**src/rtl/vx_ram_fifo_ctrl.sv**
```systemverilog
// ---------------------------------------------------------------------------
// vx_ram_fifo_ctrl
//
// Purpose:
//   Streaming first-word-fall-through FIFO controller around an external
//   dual-port RAM (VX_dp_ram_asic, WRENW=1, SIZE=DEPTH). The RAM has a
//   registered read port that holds its output while not reading. That
//   rdata register is used as the FIFO head: deq_data is wired straight to
//   ram_rdata. A word's RAM slot is released as soon as its read issues, so
//   the total capacity is DEPTH+1 (DEPTH in RAM plus one in rdata).
//
// Handshake: a transfer happens on a rising clk edge where valid && ready
//   are both high. enq_ready does not depend on enq_valid, deq_ready or
//   enq_data. deq_valid does not depend on deq_ready. A producer may drop
//   enq_valid before acceptance. A consumer may raise deq_ready while
//   deq_valid is low, and nothing happens.
//
// Ports:
//   clk, reset          clock, synchronous active-high reset
//   enq_valid/ready     producer handshake, payload enq_data
//   deq_valid/ready     consumer handshake, payload deq_data (= ram_rdata)
//   count               total occupancy, 0..DEPTH+1
//   ram_write/waddr/wdata   RAM write port (RAM wren tied high)
//   ram_read/raddr          RAM read port (rdata updates on next edge)
//   ram_rdata               RAM registered read data (cleared by reset)
//
// Latency: an enqueue at cycle T issues its RAM read at T+1 when the FIFO
//   is empty, and the word shows up as the head at T+2.
// ---------------------------------------------------------------------------
module vx_ram_fifo_ctrl #(
  parameter int DATAW = 32,
  parameter int DEPTH = 16,
  parameter int ADDRW = $clog2(DEPTH)
) (
  input  logic               clk,
  input  logic               reset,
  input  logic               enq_valid,
  input  logic [DATAW-1:0]   enq_data,
  output logic               enq_ready,
  output logic               deq_valid,
  output logic [DATAW-1:0]   deq_data,
  input  logic               deq_ready,
  output logic [ADDRW+1:0]   count,
  output logic               ram_write,
  output logic [ADDRW-1:0]   ram_waddr,
  output logic [DATAW-1:0]   ram_wdata,
  output logic               ram_read,
  output logic [ADDRW-1:0]   ram_raddr,
  input  logic [DATAW-1:0]   ram_rdata
);

  if ((DEPTH < 2) || ((DEPTH & (DEPTH - 1)) != 0)) begin : g_bad_depth
    $error("vx_ram_fifo_ctrl: DEPTH must be a power of 2 and >= 2");
  end

  localparam logic [ADDRW:0] DEPTH_CNT = (ADDRW+1)'(DEPTH);
  localparam logic [ADDRW:0] PTR_ONE   = (ADDRW+1)'(1);

  // Pointers carry one extra bit so full (DEPTH) and empty (0) differ.
  logic [ADDRW:0] wr_ptr;
  logic [ADDRW:0] rd_ptr;
  logic [ADDRW:0] ram_cnt;
  logic           out_valid;
  logic           enq_fire;

  assign ram_cnt = wr_ptr - rd_ptr;

  // Only registered state feeds enq_ready, so a dequeue in the same cycle
  // as a full FIFO does not open a slot until the next cycle.
  assign enq_ready = !reset && (ram_cnt < DEPTH_CNT);
  assign enq_fire  = enq_valid && enq_ready;

  assign ram_write = enq_fire;
  assign ram_waddr = wr_ptr[ADDRW-1:0];
  assign ram_wdata = enq_data;

  // Refill rdata whenever it is empty or its word is being consumed. Since
  // ram_cnt is registered, a word is never read in the cycle it is written.
  assign ram_read  = (ram_cnt != '0) && (!out_valid || deq_ready);
  assign ram_raddr = rd_ptr[ADDRW-1:0];

  assign deq_valid = out_valid;
  assign deq_data  = ram_rdata;
  assign count     = (ADDRW+2)'(ram_cnt) + (ADDRW+2)'(out_valid);

  always_ff @(posedge clk) begin
    if (reset) begin
      wr_ptr    <= '0;
      rd_ptr    <= '0;
      out_valid <= 1'b0;
    end else begin
      if (enq_fire) begin
        wr_ptr <= wr_ptr + PTR_ONE;
      end
      if (ram_read) begin
        rd_ptr    <= rd_ptr + PTR_ONE;
        out_valid <= 1'b1;
      end else if (out_valid && deq_ready) begin
        out_valid <= 1'b0;
      end
    end
  end

  // Both RAM ports must never touch the same slot in the same cycle.
  no_collision: assert property (@(posedge clk) disable iff (reset)
    !(ram_write && ram_read && (ram_waddr == ram_raddr)));

  occupancy_bound: assert property (@(posedge clk) disable iff (reset)
    (ram_cnt <= DEPTH_CNT));

endmodule

```
**config.mk**
```make
export PLATFORM = sky130hd
export DESIGN_NAME = vx_ram_fifo_ctrl
export DESIGN_NICKNAME = d
export VERILOG_FILES = /design/src/rtl/vx_ram_fifo_ctrl.sv
export SDC_FILE = /design/constraint.sdc
export NUM_CORES = 1
export LEC_CHECK = 0
export ABC_AREA = 1
export BUFFER_PORTS_ARGS = -buffer_cell sky130_fd_sc_hd__buf_2
export CAP_MARGIN = 10
export CORE_ASPECT_RATIO = 1.1
export CORE_UTILIZATION = 31
export DETAILED_ROUTE_END_ITERATION = 10
export GPL_TIMING_DRIVEN = 0
export PLACE_DENSITY = 0.77
export REMOVE_ABC_BUFFERS = 1
export SLEW_MARGIN = 20
export SYNTH_ARGS = -nofsm -noshare
export SYNTH_HDL_FRONTEND = slang
export SYNTH_SLANG_ARGS = --single-unit
export TNS_END_PERCENT = 10
```
**constraint.sdc**
```tcl
create_clock -name clk -period 1.9 [get_ports clk]
set_clock_uncertainty 0.15 [all_clocks]
set_input_delay 0 -clock clk [delete_from_list [all_inputs] [get_ports clk]]
set_output_delay 0 -clock clk [all_outputs]
set_load 0.01 [all_outputs]
```
# ---- Yosys cells after proc, flatten, opt, wreduce, memory -nomap -nowiden
# Index checks and enable logic that the tools add are counted.
dict set report classes {
  addsub 4
  n_mux 2
  n_lt_le_gt_ge 1
  n_reduce_logical 9
}
# operator n
set ops {}
lappend ops {{adder 5 x 1 -> 5 bit, second input constant} 2}
lappend ops {{adder 5 x 1 -> 6 bit} 1}
lappend ops {{< comparator 5 bit, second input constant} 1}
lappend ops {{nonzero test 5 bit} 1}
lappend ops {{subtractor 5 bit} 1}
lappend ops {{logical AND 1 bit} 4}
lappend ops {{logical NOT 1 bit} 2}
lappend ops {{two-way mux 1 bit} 2}
lappend ops {{nonzero test 2 bit} 1}
lappend ops {{logical OR 1 bit} 1}
dict set report word_totals {
  inputBits 68
  regBits 11
  output_inout_bits 82
  word_cells 19
}

# ---- Longest topological paths before layout
# Gate-level depths: netlist of the first run.
dict set report logic_depth {
  depth_word 4
  mapped_depth 13
  mapped_depth_nobuf 13
}

# ---- Worst setup path before layout of the first run
# No wires, ideal clock.
dict set report synth_timing {
  kind {reg2reg}
  startpoint {register rd_ptr[0]}
  endpoint {register wr_ptr[0]}
  arrival_time_ns 1.808
  n_path_buf 0
  stages_incl_launch_ff 12
  required_time_ns 1.634
  setup_slack_ns -0.174
  setup_time_ns 0.116
  period_less_slack_ns 2.074
  path_cell_list {dfxtp_1 > ha_1 > inv_1 > fa_1 > nand3_1 > nand2_1 > nand2_2 > nand2_2 > nor2_1 > nand2_1 > o21ai_0 > nor2_1}
}
dict set report synth_via {
  elab_chain_cells 4
}
# element line_no
set synth_lines {}
lappend synth_lines {{start, declared} 61} ;# logic [ADDRW:0] rd_ptr;
lappend synth_lines {{start signal, assigned} 96} ;# rd_ptr <= rd_ptr + PTR_ONE;
lappend synth_lines {{subtractor 5 bit} 66} ;# assign ram_cnt = wr_ptr - rd_ptr;
lappend synth_lines {{< comparator 5 bit} 70} ;# assign enq_ready = !reset && (ram_cnt < DEPTH_CNT);
lappend synth_lines {{logical AND 1 bit} 70}
lappend synth_lines {{named net enq_ready} 39} ;# output logic enq_ready,
lappend synth_lines {{logical AND 1 bit} 71} ;# assign enq_fire = enq_valid && enq_ready;
lappend synth_lines {{end signal, assigned} 93} ;# wr_ptr <= wr_ptr + PTR_ONE;
lappend synth_lines {{end, declared} 60} ;# logic [ADDRW:0] wr_ptr;
# The timed path passes the listed nets, and every way through them passes these cells.
# A chain may end at the register's enable or synchronous reset.

# ---- Final worst setup path of the first run
dict set report layout_timing {
  startpoint {register wr_ptr[0]}
  endpoint {output port count[4]}
}
dict set report layout_via {
  elab_chain_cells 2
}
# element line_no
set layout_lines {}
lappend layout_lines {{subtractor 5 bit} 66}
lappend layout_lines {{adder 5 x 1 -> 6 bit} 84} ;# assign count = (ADDRW+2)'(ram_cnt) + (ADDRW+2)'(out_valid);
lappend layout_lines {{end, declared} 43} ;# output logic [ADDRW+1:0] count,
# No other way between the ends.

==> results of run 1 <==
critical path, cell delays in order (launching register included):
cell,delay [ns]
dfxtp_2,0.32
inv_2,0.07
ha_4,0.12
inv_2,0.03
fa_2,0.58
ha_4,0.16
inv_4,0.04
nor3_4,0.19
xor2_1,0.15
buf_2,0.15
final cells by class:
cell class / instances / area share (%)
flip-flops and latches: 11 / 12.1
well taps: 54 / 3.59
clock inverters: 1 / 0.266
repair buffers: 94 / 44.2
diodes: 13 / 1.73
multi-input cells: 89 / 31.4
inverters: 22 / 4.52
clock buffers: 3 / 2.20
sequential cells by signal, summed over array words and instances (netlist names):
| signal | cells |
|---|---|
| deq_valid | 1 |
| rd_ptr | 5 |
| wr_ptr | 5 |
worst paths after layout:
| check | end | slack (ns) | depth (start not counted) |
|---|---|---|---|
| max | count[4] | -0.31 | 9 |
| min | deq_valid$_SDFFE_PP0P_ | 0.04 | 4 |
| max reg2reg | rd_ptr[2]$_SDFFE_PP0P_ | -0.24 | 11 |
| min reg2reg | rd_ptr[4]$_SDFFE_PP0P_ | 0.33 | 2 |
cells in the final DEF, fill, tap and decap left out, types with 3 or more instances in the layout:
cell type / instances
buf_4: 7
xor2_1: 7
nor2_1: 11
nand2_1: 26
dfxtp_1: 7
buf_2: 19
dfxtp_2: 3
a21oi_1: 8
clkbuf_8: 3
diode_2: 13
dlygate4sd3_1: 66
nand3_1: 14
inv_1: 19
ha_1: 5
where the power goes:
group / internal, mW / switching, mW / total, mW
clock: 0.144 / 0.0938 / 0.238
sequential: 0.274 / 0.0491 / 0.324
combinational: 0.602 / 0.779 / 1.38
total: 1.02 / 0.922 / 1.94
cells by family after synthesis:
| kind of cell | after synthesis | synth area share [%] |
|---|---|---|
| and+or+nand+nor | 61 | 20.2 |
| xor gates and xnor gates | 7 | 4.46 |
| AOI/OAI and AO/OA | 12 | 4.64 |
| buffers and inverters | 95 | 45.9 |
| adders and majority gates | 9 | 8.74 |
| DFF | 11 | 16.0 |
layer usage:
metal,share of wire (%),routed length [µm],vias up,global-route usage [%]
met1,37,2820,624,36.2
li1,-,-,595,-
met3,9.4,710,30,12.9
met4,6.3,476,0,23.7
met2,47,3570,102,49.3
met5,0,0,-,0
repair_timing:
item / CTS / global route
endpoints found under the hold margin: 70 / 0
resized for setup: 16 / 10
cloned: 0 / 0
endpoints found under the setup margin: 19 / 19
setup buffers: 6 / 1
hold buffers: 66 / 0
pin swaps: 7 / 8
==> results.toml, run 1 <==
[global_route]
grt_pass1_wl_um = 9980
antenna_found_initial = 11
gr-total-overflow = 0
grt_start_max_net_pins = 9
grt_usage_pct = 32.4
grt_pass1_vias = 1275

[synth]
yosys-top-cells-area = "buf_4 (40%), dfxtp_1 (16%), nand2_1 (7.4%)"
synth_common_cells = "buf_4 (73), nand2_1 (27), inv_1 (22)"
ys_warn_count = 0
yosysMostFrequentCell = "buf_4"
avgSynthCellArea_um2 = 7.05
synth_top_area_share_pct = 39.9
synth_top_area_cell = "buf_4"
synth.distinct_cells = 18
ys_seq_area_share_pct = 16.0
ys.flop_type = "dfxtp_1"
synth-edff-count = 0
synth_area_um2 = 1370
synthArstFlopShare_pct = 0
syn_inst = 195
ys_seq_elements = 11

[die]
ios = 150
dieArea_um2 = 4700
dieWidth_um = 65.5
core_um2 = 4290
start_util_pct = 32.1
num_rows = 25
die_y_um = 71.8

[worst_hold_path]
hp-class = "in -> reg"
hold_start = "deq_ready"

[sta]
rsz0062_at_grt = "true"
layout_setup_ws_ns = -0.308
tightest_slew_ns = 0.291
report.final.setup_viol = 18
slew-limit-headroom_pct = 80.5
finalMaxSlewViolations = 0
period_needed_ns = 2.21
hold_ws_ns = 0.0360
fmax_ghz = 0.453
min_period_over_period_pct = 116
finalHoldViolCount = 0
setup_tns_ns = -2.97

[clocking]
cts_made_buffers = 3
cts-root-buf = "clkbuf_8"
tritoncts = "built"
cts-htree-levels = 1
cts.sinks = 11
insertion_delay_ns = 0.24
cts.path.max_buffers = 2
clkTransAtPathRegs_ns = 0.06

[placement]
place_inst = 197
numPortBuffers = 21
place.gp.congestion = 1.10
hpwl_um = 6350
placed_area_um2 = 998
place_ws_ns = -0.345

[critical_path]
crit_type = "reg -> out"
arrival_ns = 2.06
crit_required_ns = 1.75
cp-startpoint = "wr_ptr[0]$_SDFFE_PP0P_"
critPathMaxFanout = 3
end_kind = "output pin"
worst_setup_path_start_kind = "flop"
reg2reg_from = "wr_ptr[0]$_SDFFE_PP0P_"

[power]
finalPower_mw = 1.94
power_density_nw_per_um2 = 1030
p_leak_nw = 0.879
peakVddDrop_mv = 0.651

[finish]
fin_cells = 287
multi_input_area_um2 = 591
area_delta_synth_final_pct = 36.9
fill_cells = 407
fin_util_pct = 43.9
nets = 298
drive_gt1_share_pct = 25.0
seq_area_um2 = 228
final_area_um2 = 1880

[outcome]
violations = "setup timing"
status = "complete, but fails checks"

[detailed_routing]
dr.pass1.iters = 4
wl_per_cell_um = 26.4
wl_um = 7570
viasPerCell = 4.71
antenna_left = 0
first_iter_violations = 124
vias = 1351
route.detailed.drc = 0

[flow_run]
maxCapViolCount = 0
No activity file was read; power rests on OpenSTA's default activity.
==> run 2, diff against run 1 <==
==> constraint.sdc (replaced) <==
create_clock -name clk -period 1.9 [get_ports clk]
set_clock_uncertainty 0.15 [all_clocks]
set_input_delay 0 -clock clk [delete_from_list [all_inputs] [get_ports clk]]
set_output_delay 0 -clock clk [all_outputs]
set_load 0.005 [all_outputs]
==> results.toml, run 2 (synthesis results as in run 1) <==
[worst_hold_path]
hp-class = "in -> reg"
hold_start = "deq_ready"
min_to = "deq_valid$_SDFFE_PP0P_"
holdPathStages = 4

[critical_path]
arrival_ns = 2.06
critPathMaxFanout = 3
r2r_end = "rd_ptr[2]$_SDFFE_PP0P_"
worstRegToRegCells = 11
crit_type = "reg -> out"
worst_setup_path_start_kind = "flop"
r2r_slack_ns = -0.25
end_kind = "output pin"
reg2reg_from = "wr_ptr[0]$_SDFFE_PP0P_"
crit_required_ns = 1.75

[detailed_routing]
wl_per_cell_um = 27.0
dr.pass1.iters = 4
top_layer = "met4"
antenna_left = 0
viasPerCell = 4.72
wl_um = 7710
routed-wl-met2_um = 3640
wl_met3_um = 748
vias = 1346
first_iter_violations = 113
route.detailed.drc = 0
drt-met1-wl_um = 2870

[finish]
nets = 298
layout_commonest_cell = "dlygate4sd3_1"
fill_cells = 413
mostFrequentLayoutCells = "dlygate4sd3_1 (66), nand2_1 (24), buf_2 (21)"
drive_gt1_share_pct = 27.7
final_area_um2 = 1890
area_delta_synth_final_pct = 37.4

[global_route]
grt_start_max_net_pins = 9
antenna_found_initial = 8
grt_pass1_vias = 1245
gr-total-overflow = 0
grt_usage_pct = 32.2
grt_pass1_wl_um = 9950

[die]
start_util_pct = 32.1
core_um2 = 4290
num_rows = 25
dieWidth_um = 65.5
die_y_um = 71.8
ios = 150
dieArea_um2 = 4700

[clocking]
cts_made_buffers = 3
clkTransAtPathRegs_ns = 0.06
tritoncts = "built"
insertion_delay_ns = 0.24
cts.sinks = 11
cts-root-buf = "clkbuf_8"
cts.path.max_buffers = 2
cts-htree-levels = 1

[sta]
finalMaxSlewViolations = 0
rsz0062_at_grt = "true"
slew-limit-headroom_pct = 78.8
min_period_over_period_pct = 116
fmax_ghz = 0.453
setup_tns_ns = -2.56
period_needed_ns = 2.21
report.final.setup_viol = 17
finalHoldViolCount = 0
layout_setup_ws_ns = -0.309
tightest_slew_ns = 0.316

[flow_run]
maxCapViolCount = 0

[outcome]
violations = "setup timing"
status = "complete, but fails checks"

[placement]
place.gp.congestion = 1.10
hpwl_um = 6350
placed_area_um2 = 998
numPortBuffers = 21

[power]
p_leak_nw = 0.891
peakVddDrop_mv = 0.653
power_density_nw_per_um2 = 972
finalPower_mw = 1.84
==> run 2: timing repair <==
action,CTS,global route
setup endpoints to repair,19,19
endpoints found under the hold margin,70,0
hold buffers,66,0
buffers inserted,6,1
gates resized for setup,16,15
pin swaps,6,8
==> run 2: final cells by class <==
cell class                 instances  area, µm²  share of cell area, %
tap                               54       67.6                   3.58
inverter                          22       85.1                   4.51
sequential                        11        229                   12.1
timing repair buffer              94        818                   43.3
multi-input combinational         89        614                   32.5
clock inverter                     1       5.00                  0.265
antenna                           11       27.5                   1.46
clock buffer                       3       41.3                   2.19
==> run 2: layer usage <==
metal  track usage [%]  vias up
li1                  -      592
met5                 0        -
met4              21.7        0
met1              35.4      627
met3              13.4       28
met2              50.2       99
==> run 2: per-stage QoR <==
step                cells  util [%]  setup WS [ns]  hold WS [ns]
floorplan             122         -         -0.159        -0.150
global placement      197      23.3         -0.271        -0.150
detailed placement    197      23.3         -0.345        -0.150
CTS                   273      41.9         -0.272        0.0200
global route          284      44.0         -0.373        0.0472
finish                285      44.1         -0.309        0.0530
==> run 2: power by group <==
part	leakage [nW]	total (mW)	internal, mW	switching (mW)
clock network	0.0255	0.239	0.144	0.0942
registers	0.0920	0.323	0.274	0.0488
logic	0.773	1.27	0.568	0.707
total	0.891	1.84	0.986	0.850
==> run 2: critical path, stage by stage (launching register included) <==
cell and delay [ns]:
dfxtp_2 0.32, inv_2 0.07, ha_4 0.12, inv_2 0.03, fa_2 0.58, ha_4 0.16
inv_4 0.04, nor3_4 0.19, xor2_1 0.16, buf_2 0.13
==> run 2: worst max path at each step <==
stage	from	cells after the start	endpoint	slack, ns
after floorplan	wr_ptr[0]$_SDFFE_PP0P_	12	rd_ptr[0]$_SDFFE_PP0P_	-0.16
after detailed placement	rd_ptr[0]$_SDFFE_PP0P_	11	wr_ptr[3]$_SDFFE_PP0P_	-0.35
after global placement	wr_ptr[0]$_SDFFE_PP0P_	11	rd_ptr[4]$_SDFFE_PP0P_	-0.27
after CTS	wr_ptr[0]$_SDFFE_PP0P_	11	ram_read	-0.27
after global routing	rd_ptr[2]$_SDFFE_PP0P_	10	count[4]	-0.37
final	wr_ptr[0]$_SDFFE_PP0P_	9	count[4]	-0.31
